**config.mk**
```make
export PLATFORM = sky130hd
export DESIGN_NAME = lfsr_stream_xor
export DESIGN_NICKNAME = d
export VERILOG_FILES = /design/src/rtl/lfsr_stream_xor_pkg.sv /design/src/rtl/lfsr_stream_xor.sv
export SDC_FILE = /design/constraint.sdc
export NUM_CORES = 1
export LEC_CHECK = 0
export ABC_AREA = 1
export CAP_MARGIN = 5
export CORE_MARGIN = 5
export CORE_UTILIZATION = 40
export CTS_CLUSTER_DIAMETER = 150
export DETAILED_ROUTE_END_ITERATION = 10
export DONT_BUFFER_PORTS = 1
export GPL_ROUTABILITY_DRIVEN = 0
export SYNTH_ARGS = -nofsm -noshare
export SYNTH_HDL_FRONTEND = slang
export SYNTH_SLANG_ARGS = --single-unit
```
**constraint.sdc**
```tcl
create_clock -name clk -period 2.1 [get_ports clk]
set_input_delay 0 -clock clk [delete_from_list [all_inputs] [get_ports clk]]
set_output_delay 0 -clock clk [all_outputs]
set_load 0.1 [all_outputs]
```
**src/rtl/lfsr_stream_xor_pkg.sv**
```systemverilog
// rtl/lfsr_stream_xor_pkg.sv - shared constants and state encoding for the keystream XOR stage
package lfsr_stream_xor_pkg;

  // Width of the keystream byte delivered by the sibling LFSR.
  localparam int KS_W = 8;

  // A 320x240 frame of 8-bit pixels.
  localparam int unsigned FRAME_BYTES_DEF = 76800;

  typedef enum logic [1:0] {
    ST_IDLE = 2'd0,
    ST_LOAD = 2'd1,
    ST_RUN  = 2'd2
  } state_e;

endpackage

```
**src/rtl/lfsr_stream_xor.sv**
```systemverilog
// rtl/lfsr_stream_xor.sv - XORs the LFSR keystream onto a framed byte stream and steers the LFSR
module lfsr_stream_xor
  import lfsr_stream_xor_pkg::*;
#(
  parameter int unsigned FRAME_BYTES = FRAME_BYTES_DEF,
  parameter int unsigned CNT_W       = 17
) (
  input  logic            clk,
  input  logic            reset,
  input  logic            cfg_bypass,
  input  logic [KS_W-1:0] cfg_key,
  input  logic            in_valid,
  output logic            in_ready,
  input  logic [7:0]      in_data,
  input  logic            in_sof,
  input  logic            in_eof,
  output logic            out_valid,
  input  logic            out_ready,
  output logic [7:0]      out_data,
  output logic            out_sof,
  output logic            out_eof,
  output logic            ks_enable,
  output logic            ks_pause,
  output logic            ks_load,
  output logic [KS_W-1:0] ks_ldata,
  input  logic [KS_W-1:0] ks_data,
  output logic            frame_err,
  output logic [15:0]     frame_cnt
);

  // Comparing in CNT_W+1 bits keeps a saturated counter from aliasing onto the frame length.
  localparam logic [CNT_W:0]   FRAME_LEN = (CNT_W+1)'(FRAME_BYTES);
  localparam logic [CNT_W-1:0] CNT_MAX   = '1;

  state_e          state_q, state_d;
  logic [CNT_W-1:0] cnt_q, cnt_d;
  logic            out_valid_q, out_valid_d;
  logic [7:0]      out_data_q, out_data_d;
  logic            out_sof_q, out_sof_d;
  logic            out_eof_q, out_eof_d;
  logic            frame_err_q, frame_err_d;
  logic [15:0]     frame_cnt_q, frame_cnt_d;

  logic            accept;
  logic            sof_restart;
  logic [CNT_W:0]  cnt_plus1;

  assign cnt_plus1 = {1'b0, cnt_q} + {{CNT_W{1'b0}}, 1'b1};

  // A sof beat arriving after the first byte aborts the frame; sof+eof together is handled as eof.
  assign sof_restart = (state_q == ST_RUN) && in_valid && in_sof && !in_eof && (cnt_q != '0);

  // Next-state, handshake and LFSR control decode.
  always_comb begin
    state_d     = state_q;
    cnt_d       = cnt_q;
    out_valid_d = out_valid_q;
    out_data_d  = out_data_q;
    out_sof_d   = out_sof_q;
    out_eof_d   = out_eof_q;
    frame_err_d = frame_err_q;
    frame_cnt_d = frame_cnt_q;
    in_ready    = 1'b0;
    accept      = 1'b0;
    ks_enable   = 1'b0;
    ks_load     = 1'b0;
    ks_ldata    = '0;

    if (out_valid_q && out_ready) begin
      out_valid_d = 1'b0;
    end

    case (state_q)
      ST_IDLE: begin
        if (in_valid) begin
          if (in_sof) begin
            state_d = ST_LOAD;
          end else begin
            // Stray byte outside a frame: swallow it so upstream cannot lock up.
            in_ready    = 1'b1;
            frame_err_d = 1'b1;
          end
        end
      end

      ST_LOAD: begin
        ks_enable = 1'b1;
        ks_load   = 1'b1;
        ks_ldata  = cfg_key;
        state_d   = ST_RUN;
      end

      ST_RUN: begin
        ks_enable = 1'b1;
        if (sof_restart) begin
          frame_err_d = 1'b1;
          cnt_d       = '0;
          state_d     = ST_LOAD;
        end else begin
          in_ready = !out_valid_q || out_ready;
          accept   = in_valid && (!out_valid_q || out_ready);
          if (accept) begin
            out_valid_d = 1'b1;
            out_data_d  = cfg_bypass ? in_data : (in_data ^ ks_data);
            out_sof_d   = in_sof;
            out_eof_d   = in_eof;
            if (in_eof) begin
              if (cnt_plus1 != FRAME_LEN) begin
                frame_err_d = 1'b1;
              end
              frame_cnt_d = frame_cnt_q + 16'd1;
              cnt_d       = '0;
              state_d     = ST_IDLE;
            end else if (cnt_q != CNT_MAX) begin
              cnt_d = cnt_q + {{(CNT_W-1){1'b0}}, 1'b1};
            end
          end
        end
      end

      default: begin
        state_d = ST_IDLE;
      end
    endcase
  end

  // The LFSR steps only on the edge that consumes a byte.
  assign ks_pause = !accept;

  // State and output registers with synchronous reset.
  always_ff @(posedge clk) begin
    if (reset) begin
      state_q     <= ST_IDLE;
      cnt_q       <= '0;
      out_valid_q <= 1'b0;
      out_data_q  <= '0;
      out_sof_q   <= 1'b0;
      out_eof_q   <= 1'b0;
      frame_err_q <= 1'b0;
      frame_cnt_q <= '0;
    end else begin
      state_q     <= state_d;
      cnt_q       <= cnt_d;
      out_valid_q <= out_valid_d;
      out_data_q  <= out_data_d;
      out_sof_q   <= out_sof_d;
      out_eof_q   <= out_eof_d;
      frame_err_q <= frame_err_d;
      frame_cnt_q <= frame_cnt_d;
    end
  end

  assign out_valid = out_valid_q;
  assign out_data  = out_data_q;
  assign out_sof   = out_sof_q;
  assign out_eof   = out_eof_q;
  assign frame_err = frame_err_q;
  assign frame_cnt = frame_cnt_q;

endmodule

```
==> impl_metrics.json, run 1 <==
{
  "final.min_clock_period_ns": 2.06,
  "power_w": 0.00345,
  "die_area_mm2": 0.00869,
  "rr_worst_depth": 15,
  "clock_skew_ns": 0.00624,
  "switching_share_pct": 50.1,
  "hpwl_um": 5400,
  "crit_family": "simple AND/OR/NAND/NOR gates",
  "crit_end": "frame_err",
  "critPathLaunch": "cnt_q[0]",
  "netlist_instances": 409,
  "dr.pass1.iters": 4,
  "antenna_found_initial": 0,
  "cp_max_fo": 4,
  "crit_chain": "ha_4, nand2_4, nor2_4, nand4_1, nor3_2, ha_1, inv_1, nor2_1, nand3_1, nor2_1, nand3_1, nor2_1, nand3_1, nand2_1, a21oi_1",
  "syn2layout_area_growth_pct": 31.3,
  "routed_wl_um": 7490,
  "cts_root_buf": "clkbuf_8",
  "tightestPinTransition_ns": 0.664,
  "worstSkewPairLatency_ns": 0.30,
  "num-fill-cells": 658,
  "synthArstFlopShare_pct": 0,
  "place_ws_ns": 0.00330,
  "crit_arrival_ns": 2.26,
  "diodes": 0,
  "regToRegEndpoint": "frame_err",
  "p_per_area_mw_per_mm2": 949,
  "drc": 0,
  "via_per_inst": 5.02,
  "maxSlewViolCount": 0,
  "ys_ff_latch": 47,
  "portBuffers": 0,
  "vias": 2833,
  "fin_crit_sh_pct": 97.9,
  "reg2reg_from": "cnt_q[0]",
  "setup_viol": 0,
  "grt_pass1_wl_um": 12500,
  "synth.distinct_cells": 35,
  "peakVddDrop_mv": 0.724,
  "coreArea_mm2": 0.00676,
  "max_freq_mhz": 486,
  "slew_headroom_pct": 55.7,
  "nets": 523,
  "rsz0062_at_grt": "yes",
  "first_iter_violations": 111,
  "path_depth": 15,
  "cts_max_level": 2,
  "p_seq_share_pct": 29.1,
  "cts.sinks": 47,
  "synth_area_per_cell_um2": 6.78,
  "die_width_um": 93.2,
  "grt_max_degree": 27,
  "intPower_w": 0.00172,
  "cellLeakagePower_nw": 1.57,
  "hold_class": "input pin to flop",
  "io_pins": 71,
  "grt.overflow.total": 0,
  "cts_tree": "yes",
  "cts_buffers": 5,
  "path_class": "flop to flop",
  "grt_pass1_vias": 2826,
  "cts_buffer_depth": 2,
  "final-hold-violation-count": 20,
  "maxCapViolations": 0,
  "status": "finished, violations left",
  "violations": "negative hold slack",
  "grt_usage_pct": 17.5,
  "clock_power_share_pct": 19.2,
  "synth_warnings": 0,
  "row_count": 30,
  "power_switching_w": 0.00173,
  "cp_slowest_cell": "dfxtp_4",
  "startpoint_type": "flop",
  "path_clk_slew_ns": 0.09,
  "netlist_area_mm2": 0.00277,
  "r2r_setup_slack_ns": 0.04,
  "crit_buf_inv": 1,
  "drive_above_1_share_pct": 22.7,
  "postLayoutSetupSlackWorst_ns": 0.0439,
  "crit_path_end_kind": "flop",
  "pwr-share-comb_pct": 51.7,
  "slowest_delay_ns": 0.38,
  "holdWs_ns": -0.246,
  "ant_nets": 0,
  "ctsHoldBuffers": 21,
  "synth_ff_type": "dfxtp_1",
  "seq_area_frac_synth_pct": 34.0,
  "syn_nets": 448,
  "synth_edf_count": 0,
  "required_ns": 2.30,
  "die_h_um": 93.2,
  "start_util_pct": 41.0,
  "routedWlPerCell_um": 13.3
}
## repair_timing
action	in CTS	in global routing
resized for setup	2	16
endpoints found under the setup margin	2	23
endpoints found under the hold margin	33	20
pin swaps	0	8
setup buffers	0	2
## cell usage after synthesis (2+ instances only)
master / instances / area (µm²)
o21ai_0: 19 / 95.1
nor2_1: 49 / 184
nand2_1: 85 / 319
dfxtp_1: 47 / 941
ha_1: 8 / 100
xor2_1: 18 / 158
buf_2: 2 / 10.0
nand2_4: 3 / 33.8
clkbuf_1: 6 / 22.5
inv_1: 50 / 188
a21oi_1: 39 / 195
nand2_2: 7 / 43.8
o211a_1: 2 / 20.0
nand3_1: 29 / 145
nor3_1: 7 / 35.0
o22ai_1: 2 / 12.5
nor2_2: 5 / 31.3
nand4_1: 9 / 56.3
o21ai_1: 4 / 20.0
inv_2: 3 / 11.3
## state kept, by name, indices dropped and copies added, names as in the netlist
name       flops
state_q        2
frame_err      1
out_sof        1
frame_cnt     16
out_valid      1
cnt_q         17
out_data       8
out_eof        1
## through the flow
| step | utilization, % | setup TNS [ns] | hold slack [ns] | instance area, µm² | std cells |
|---|---|---|---|---|---|
| 2_1_floorplan | - | 0 | 0.183 | 2790 | 409 |
| 3_3_place_gp | 48.1 | 0 | 0.0681 | 3250 | 534 |
| 3_5_place_dp | 48.1 | 0 | 0.0738 | 3250 | 534 |
| 4_1_cts | 52.9 | 0 | -0.259 | 3570 | 562 |
| 5_1_grt | 53.9 | -0.328 | -0.263 | 3640 | 564 |
| 6_report | 53.9 | 0 | -0.246 | 3640 | 564 |
## logic make-up after synthesis
| family | count (synthesis) | share of synthesized area (%) |
|---|---|---|
| buffers and inverters | 64 | 9.26 |
| AO/OA/AOI/OAI | 70 | 13.7 |
| XOR/XNOR | 19 | 6.00 |
| AND/OR/NAND/NOR | 201 | 33.5 |
| flip-flops | 47 | 34.0 |
| adder cells (fa/ha/maj) | 8 | 3.61 |
## final cells by class
class,count,area (µm²),share of cell area [%]
sequential,47,956,26.3
clock inverter,2,37.5,1.03
tap,80,100,2.75
clock buffer,5,68.8,1.89
inverter,54,208,5.71
multi-input combinational,298,1630,44.7
timing repair buffer,78,642,17.6
## worst min path at each step
stage | from | cells after the start | slack, ns | to
floorplan | in_sof | 2 | 0.18 | out_sof
global placement | reset | 1 | 0.07 | frame_cnt[1]
detailed placement | reset | 1 | 0.07 | frame_cnt[6]
CTS | reset | 1 | -0.26 | cnt_q[16]
global route | reset | 1 | -0.26 | frame_cnt[12]
finish | reset | 1 | -0.25 | cnt_q[1]
## placed cells by master, fill, tap and decap left out, types with 3 or more instances in the layout
cell type      count
nand4_1            9
dfxtp_1           37
o21ai_0           19
nor3_1             6
clkbuf_8           5
nor2_1            47
inv_2              3
o21ai_1            4
xor2_1            18
dlygate4sd3_1     21
nand2_1           83
a21oi_1           37
inv_1             49
buf_4             56
nand3_1           29
nand2_2            7
ha_1               6
dfxtp_2            9
nor2_2             6
nand2_4            5
## power groups by stage
stage	combinational, W	sequential (W)	clock, W
3_5_place_dp	0.00171	0.00102	0
6_report	0.00179	0.00101	0.000663
2_1_floorplan	0.00107	0.00137	0
5_1_grt	0.00188	0.00101	0.000714
4_1_cts	0.00177	0.00100	0.000685
3_3_place_gp	0.00170	0.00102	0
## per-layer routing
metal / vias to the layer above / track usage, % / part of all wire (%)
met5: - / 0 / 0
met4: 0 / 6.72 / 1.7
met3: 12 / 4.18 / 5.2
met2: 62 / 30.7 / 50
met1: 1297 / 20.4 / 43
li1: 1462 / - / -
Power figures use the tool's default switching activity.
==> inputs of run 2 (changes only) <==
--- a/config.mk
+++ b/config.mk
@@ -13,6 +13,8 @@
 export DETAILED_ROUTE_END_ITERATION = 10
 export DONT_BUFFER_PORTS = 1
 export GPL_ROUTABILITY_DRIVEN = 0
+export RECOVER_POWER = 50
+export SETUP_SLACK_MARGIN = 0.2
 export SYNTH_ARGS = -nofsm -noshare
 export SYNTH_HDL_FRONTEND = slang
 export SYNTH_SLANG_ARGS = --single-unit
==> run 2 against run 1 <==
The run still ends with negative hold slack left. Global-route usage up 0.63 points. Via count up 3.6%. Count of clock-buffer cells in the layout unchanged. Flip-flop and latch count unchanged. Maximum frequency up 0.20%. Critical path type unchanged. Cell count up 2.0%. Design area up 5.0%. Critical endpoint unchanged. Sequential share of layout area down 1.1 points. Critical path depth up 1.
==> impl_metrics.json, run 2 (synthesis gave the netlist of run 1 again) <==
{
  "status": "finished, violations left",
  "violations": "negative hold slack",
  "crit_arrival_ns": 2.25,
  "via_per_inst": 5.10,
  "die_area_mm2": 0.00869,
  "rr_worst_depth": 16,
  "peakVddDrop_mv": 0.604,
  "portBuffers": 0,
  "cellLeakagePower_nw": 1.58,
  "path_class": "flop to flop",
  "hpwl_um": 5510,
  "drc": 0,
  "routed_wl_um": 8100,
  "path_clk_slew_ns": 0.10,
  "final_common_cell": "nand2_1",
  "cp_max_fo": 4,
  "start_util_pct": 41.0,
  "cts_buffers": 5,
  "crit_path_end_kind": "flop",
  "vias": 2934,
  "hold_class": "input pin to flop",
  "crit_chain": "buf_4, inv_4, ha_2, inv_1, nor2_1, nand2_1, nor2_2, nand2_2, a21oi_2, buf_4, buf_4, nand2_1, nor2_1, nand3_1, nand2_1, a21oi_2",
  "maxCapViolations": 0,
  "die_width_um": 93.2,
  "p_per_area_mw_per_mm2": 925,
  "cts.sinks": 47,
  "setup_viol": 0,
  "die_h_um": 93.2,
  "nets": 533,
  "crit_end": "frame_err",
  "largest_register_ffs": 17,
  "grt_pass1_vias": 2838,
  "tightestPinTransition_ns": 1.26,
  "first_iter_violations": 156,
  "cts_tree": "yes",
  "dp.cells": 534,
  "routedWlPerCell_um": 14.1,
  "max_freq_mhz": 487,
  "grt.overflow.total": 0,
  "syn2layout_area_growth_pct": 37.9,
  "slowest_delay_ns": 0.38,
  "worstSkewPairLatency_ns": 0.31,
  "grt_usage_pct": 18.1,
  "ctsHoldBuffers": 16,
  "r2r_setup_slack_ns": 0.05,
  "slew_headroom_pct": 16.0,
  "fin_cells": 575,
  "rsz0062_at_grt": "yes",
  "clock_skew_ns": 0.0109,
  "maxSlewViolCount": 0,
  "coreArea_mm2": 0.00676,
  "tns_ns": 0,
  "cts_buffer_depth": 2,
  "cts_max_level": 2,
  "final_cell_mix": "nand2_1, inv_1, nor2_1",
  "holdWs_ns": -0.255,
  "io_pins": 71,
  "final.min_clock_period_ns": 2.05,
  "row_count": 30,
  "grt_max_degree": 27,
  "drive_above_1_share_pct": 27.1,
  "cp_slowest_cell": "dfxtp_4",
  "cts_root_buf": "clkbuf_8",
  "required_ns": 2.30,
  "diodes": 0,
  "critPathLaunch": "cnt_q[0]",
  "reg2reg_from": "cnt_q[0]",
  "grt_pass1_wl_um": 12800,
  "dr.pass1.iters": 4,
  "power_w": 0.00354,
  "ant_nets": 0,
  "final-hold-violation-count": 25,
  "antenna_found_initial": 0,
  "fin_crit_sh_pct": 97.7,
  "regToRegEndpoint": "frame_err",
  "top_register": "cnt_q",
  "startpoint_type": "flop"
}
[run 2: cell types whose count changed in the layout (fill, tap and decap cells not counted), moves of 4 or more]
cell	delta
clkbuf_1	+24
a21oi_2	+10
nor2_2	+4
a21oi_1	-10
buf_4	-28
buf_6	+5
nand2_1	-5
o21ai_2	+6
clkbuf_2	+10
o21ai_0	-9
dlygate4sd3_1	-5
[run 2: where the power goes]
group / switching (W) / internal [W] / total, W
logic: 0.00147 / 0.000467 / 0.00193
registers: 0.0000566 / 0.000965 / 0.00102
clock network: 0.000339 / 0.000240 / 0.000579
[run 2: final cells by class]
cell class / count / area (µm²)
sequential: 47 / 962
inverter: 54 / 235
tap: 80 / 100
multi-input combinational: 298 / 1780
timing repair inverter: 1 / 16.3
timing repair buffer: 87 / 633
clock buffer: 5 / 68.8
fill: 661 / 2940
clock inverter: 3 / 22.5
[run 2: worst max-delay path, delay by kind of cell, from the launching register on]
family / cells / cell delay, ns
compound gates: 2 / 0.23
fa+ha+maj: 1 / 0.16
buf+inv: 5 / 0.49
flops: 1 / 0.38
simple gates: 8 / 0.69
[run 2: timing repair]
item / CTS / global route
cloned: 0 / 1
hold endpoints to repair: 33 / 25
setup endpoints to repair: 18 / 38
pin swaps: 10 / 8
resized for setup: 9 / 78
buffers inserted: 8 / 8
[run 2: per-layer routing]
metal	GRT usage (%)	up-vias	wire [µm]	part of all wire, %
met5	0	-	0	0
li1	-	1488	-	-
met1	21.3	1346	3270	40
met3	4.51	14	476	5.9
met2	31.6	86	4220	52
met4	6.84	0	140	1.7
[run 2: how the worst min path moves through the flow]
stage	depth (start not counted)	slack, ns	start	to
2_1_floorplan	2	0.18	in_sof	out_sof
3_3_place_gp	1	0.06	reset	out_valid
3_5_place_dp	1	0.07	reset	out_valid
4_1_cts	1	-0.26	reset	frame_cnt[1]
5_1_grt	1	-0.28	reset	out_valid
6_report	1	-0.25	reset	out_valid
[run 2: through the flow]
step	setup WS, ns	utilization, %	area, µm²
final	0.0481	56.6	3820
after global routing	-0.121	56.6	3820
after CTS	0.175	53.8	3640
after detailed placement	-0.0103	48.7	3290
after global placement	0.0858	48.7	3290
after floorplan	0.0971	-	2830
==> inputs of run 3 (changes only) <==
--- a/config.mk
+++ b/config.mk
@@ -5,8 +5,8 @@
 export SDC_FILE = /design/constraint.sdc
 export NUM_CORES = 1
 export LEC_CHECK = 0
-export ABC_AREA = 1
 export CAP_MARGIN = 5
+export CORE_ASPECT_RATIO = 1.1
 export CORE_MARGIN = 5
 export CORE_UTILIZATION = 40
 export CTS_CLUSTER_DIAMETER = 150
==> run 3 against run 2 <==
The run ends with negative hold slack, negative setup slack left. Die area up 2.4%. Synthesized cell count down 11%. Area after synthesis up 2.6%. Critical path type unchanged. Critical endpoint is now cnt_q[10]. Via count up 4.7%.
==> impl_metrics.json, run 3 <==
{
  "synthArstFlopShare_pct": 0,
  "ant_nets": 0,
  "grt.overflow.total": 0,
  "ys_ff_latch": 47,
  "max_freq_mhz": 437,
  "routed_wl_um": 9370,
  "die_width_um": 90.4,
  "routedWlPerCell_um": 17.1,
  "required_ns": 2.30,
  "dr.pass1.iters": 4,
  "io_pins": 71,
  "largest_register_ffs": 17,
  "syn2layout_area_growth_pct": 49.4,
  "crit_arrival_ns": 2.48,
  "pwr-share-comb_pct": 45.0,
  "postLayoutSetupSlackWorst_ns": -0.186,
  "first_iter_violations": 170,
  "cts_tree": "yes",
  "worstSkewPairLatency_ns": 0.32,
  "intPower_w": 0.00168,
  "synth_commonest_cells": "dfxtp_1, nand2_1, a21oi_1",
  "maxCapViolations": 0,
  "hpwl_um": 5800,
  "violations": "negative hold slack, negative setup slack",
  "dpl_cell_area_mm2": 0.00358,
  "rsz0062_at_grt": "yes",
  "grt_pass1_vias": 2977,
  "status": "finished, violations left",
  "synth_warnings": 0,
  "place_ws_ns": -0.139,
  "coreArea_mm2": 0.00697,
  "cts_buffer_depth": 2,
  "startpoint_type": "flop",
  "clock_power_share_pct": 23.4,
  "netlist_area_mm2": 0.00284,
  "synth_area_leaders": "dfxtp_1, xnor2_1, a21oi_1, nand2_1, ha_1",
  "cts_buffers": 5,
  "nets": 502,
  "start_util_pct": 40.8,
  "yosys.area.top_type": "dfxtp_1",
  "dp.cells": 503,
  "fin_crit_sh_pct": 109,
  "die_area_mm2": 0.00890,
  "hold_class": "input pin to flop",
  "diodes": 0,
  "stdcell_area_mm2": 0.00425,
  "synth_ff_type": "dfxtp_1",
  "synth.distinct_cells": 54,
  "grt_max_degree": 33,
  "tightestPinTransition_ns": 1.32,
  "cts.sinks": 47,
  "clock_skew_ns": 0.0133,
  "tns_ns": -1.12,
  "synth_area_per_cell_um2": 7.83,
  "synth_edf_count": 0,
  "die_h_um": 98.4,
  "ctsHoldBuffers": 17,
  "final-hold-violation-count": 7,
  "syn_nets": 402,
  "crit_path_end_kind": "flop",
  "vias": 3071,
  "p_per_area_mw_per_mm2": 715,
  "power_switching_w": 0.00136,
  "final_cell_mix": "buf_4, dfxtp_1, nand2_1, clkbuf_1, nor2_1",
  "row_count": 32,
  "fin_cells": 549,
  "synth_top_area_share_pct": 33.1,
  "netlist_instances": 363,
  "path_class": "flop to flop",
  "switching_share_pct": 44.7,
  "slew_headroom_pct": 11.7,
  "final_common_cell": "buf_4",
  "grt_usage_pct": 19.5,
  "maxSlewViolCount": 0,
  "cts_max_level": 2,
  "drc": 0,
  "drive_above_1_share_pct": 34.9,
  "final.min_clock_period_ns": 2.29,
  "antenna_found_initial": 0,
  "setup_viol": 19,
  "via_per_inst": 5.59,
  "synth_most_common_cell": "dfxtp_1",
  "holdWs_ns": -0.160,
  "peakVddDrop_mv": 0.940,
  "grt_pass1_wl_um": 14400,
  "cp_max_fo": 10,
  "portBuffers": 0,
  "cellLeakagePower_nw": 1.53,
  "seq_area_frac_synth_pct": 33.1,
  "p_seq_share_pct": 31.6,
  "path_clk_slew_ns": 0.09,
  "top_register": "cnt_q",
  "cts_root_buf": "clkbuf_8"
}
[run 3: cell count changes in the layout (fill, tap and decap cells not counted), sizes merged, moves of 9 or more]
cell    change
a311oi      +9
and2       +14
buf        +34
inv        -37
nand2      -63
nand3      -19
nor2       -30
nor2b      +15
nor4       +13
xnor2      +20
xor2       -16
[run 3: final cells by class]
cell class	instances	area [µm²]
well taps	85	106
clock buffers	5	68.8
clock inverters	3	47.5
multi-input cells	275	2060
inverters	16	62.6
repair buffers	118	931
fillers	613	2720
flip-flops and latches	47	972
[run 3: power by group through the flow]
stage	combinational (W)	sequential, W	clock (W)
after floorplan	0.000781	0.00118	0
after global placement	0.00122	0.000973	0
after detailed placement	0.00123	0.000975	0
after CTS	0.00135	0.000957	0.000718
after global routing	0.00142	0.000964	0.000764
final	0.00137	0.000959	0.000711
[run 3: worst max-delay path, cell delays in order (launching register included)]
cell and delay (ns):
dfxtp_4 0.37, ha_4 0.14, nand3_4 0.08, or2_4 0.24, nor4_2 0.28, ha_2 0.21, nor2b_4 0.14, or3_4 0.16
buf_4 0.19, nor4_2 0.06, o21ai_1 0.19, a21oi_1 0.11
[run 3: repair_timing]
item,in CTS,in global routing
resized for setup,46,28
pin swaps,18,11
setup endpoints to repair,34,35
hold endpoints to repair,36,6
setup buffers,16,5
[run 3: per-stage QoR]
stage / power, W / utilization (%) / hold WS (ns)
after global routing: 0.00314 / 61.0 / -0.155
after global placement: 0.00220 / 51.4 / 0.0670
final: 0.00304 / 61.0 / -0.160
after CTS: 0.00302 / 60.5 / -0.163
after detailed placement: 0.00221 / 51.4 / 0.0690
after floorplan: 0.00196 / - / 0.148
[run 3: logic make-up (layout without fill, tap and decap cells)]
logic type | count (synthesis) | after routing | share of synthesized area, %
AOI/OAI and AO/OA | 75 | 75 | 16.5
xor gates and xnor gates | 23 | 23 | 7.08
adders and majority gates | 8 | 8 | 3.52
buffers and inverters | 41 | 142 | 6.07
DFF | 47 | 47 | 33.1
muxes | 7 | 7 | 2.68
and+or+nand+nor | 162 | 162 | 31.1
[run 3: worst paths after layout]
kind / from / endpoint / slack [ns] / cells after the start
max reg2reg: cnt_q[1] / cnt_q[10] / -0.19 / 11
min: in_eof / cnt_q[13] / -0.16 / 2
max: cnt_q[1] / cnt_q[10] / -0.19 / 11
min reg2reg: out_sof / out_sof / 0.47 / 2
[run 3: metal layers]
metal	share of wire, %	vias to the layer above	wire length (µm)	track usage (%)
li1	-	1484	-	-
met1	39	1469	3660	21.2
met2	53	89	4940	35.5
met3	4.7	29	438	4.27
met4	3.5	0	330	9.62
met5	0	-	0	0
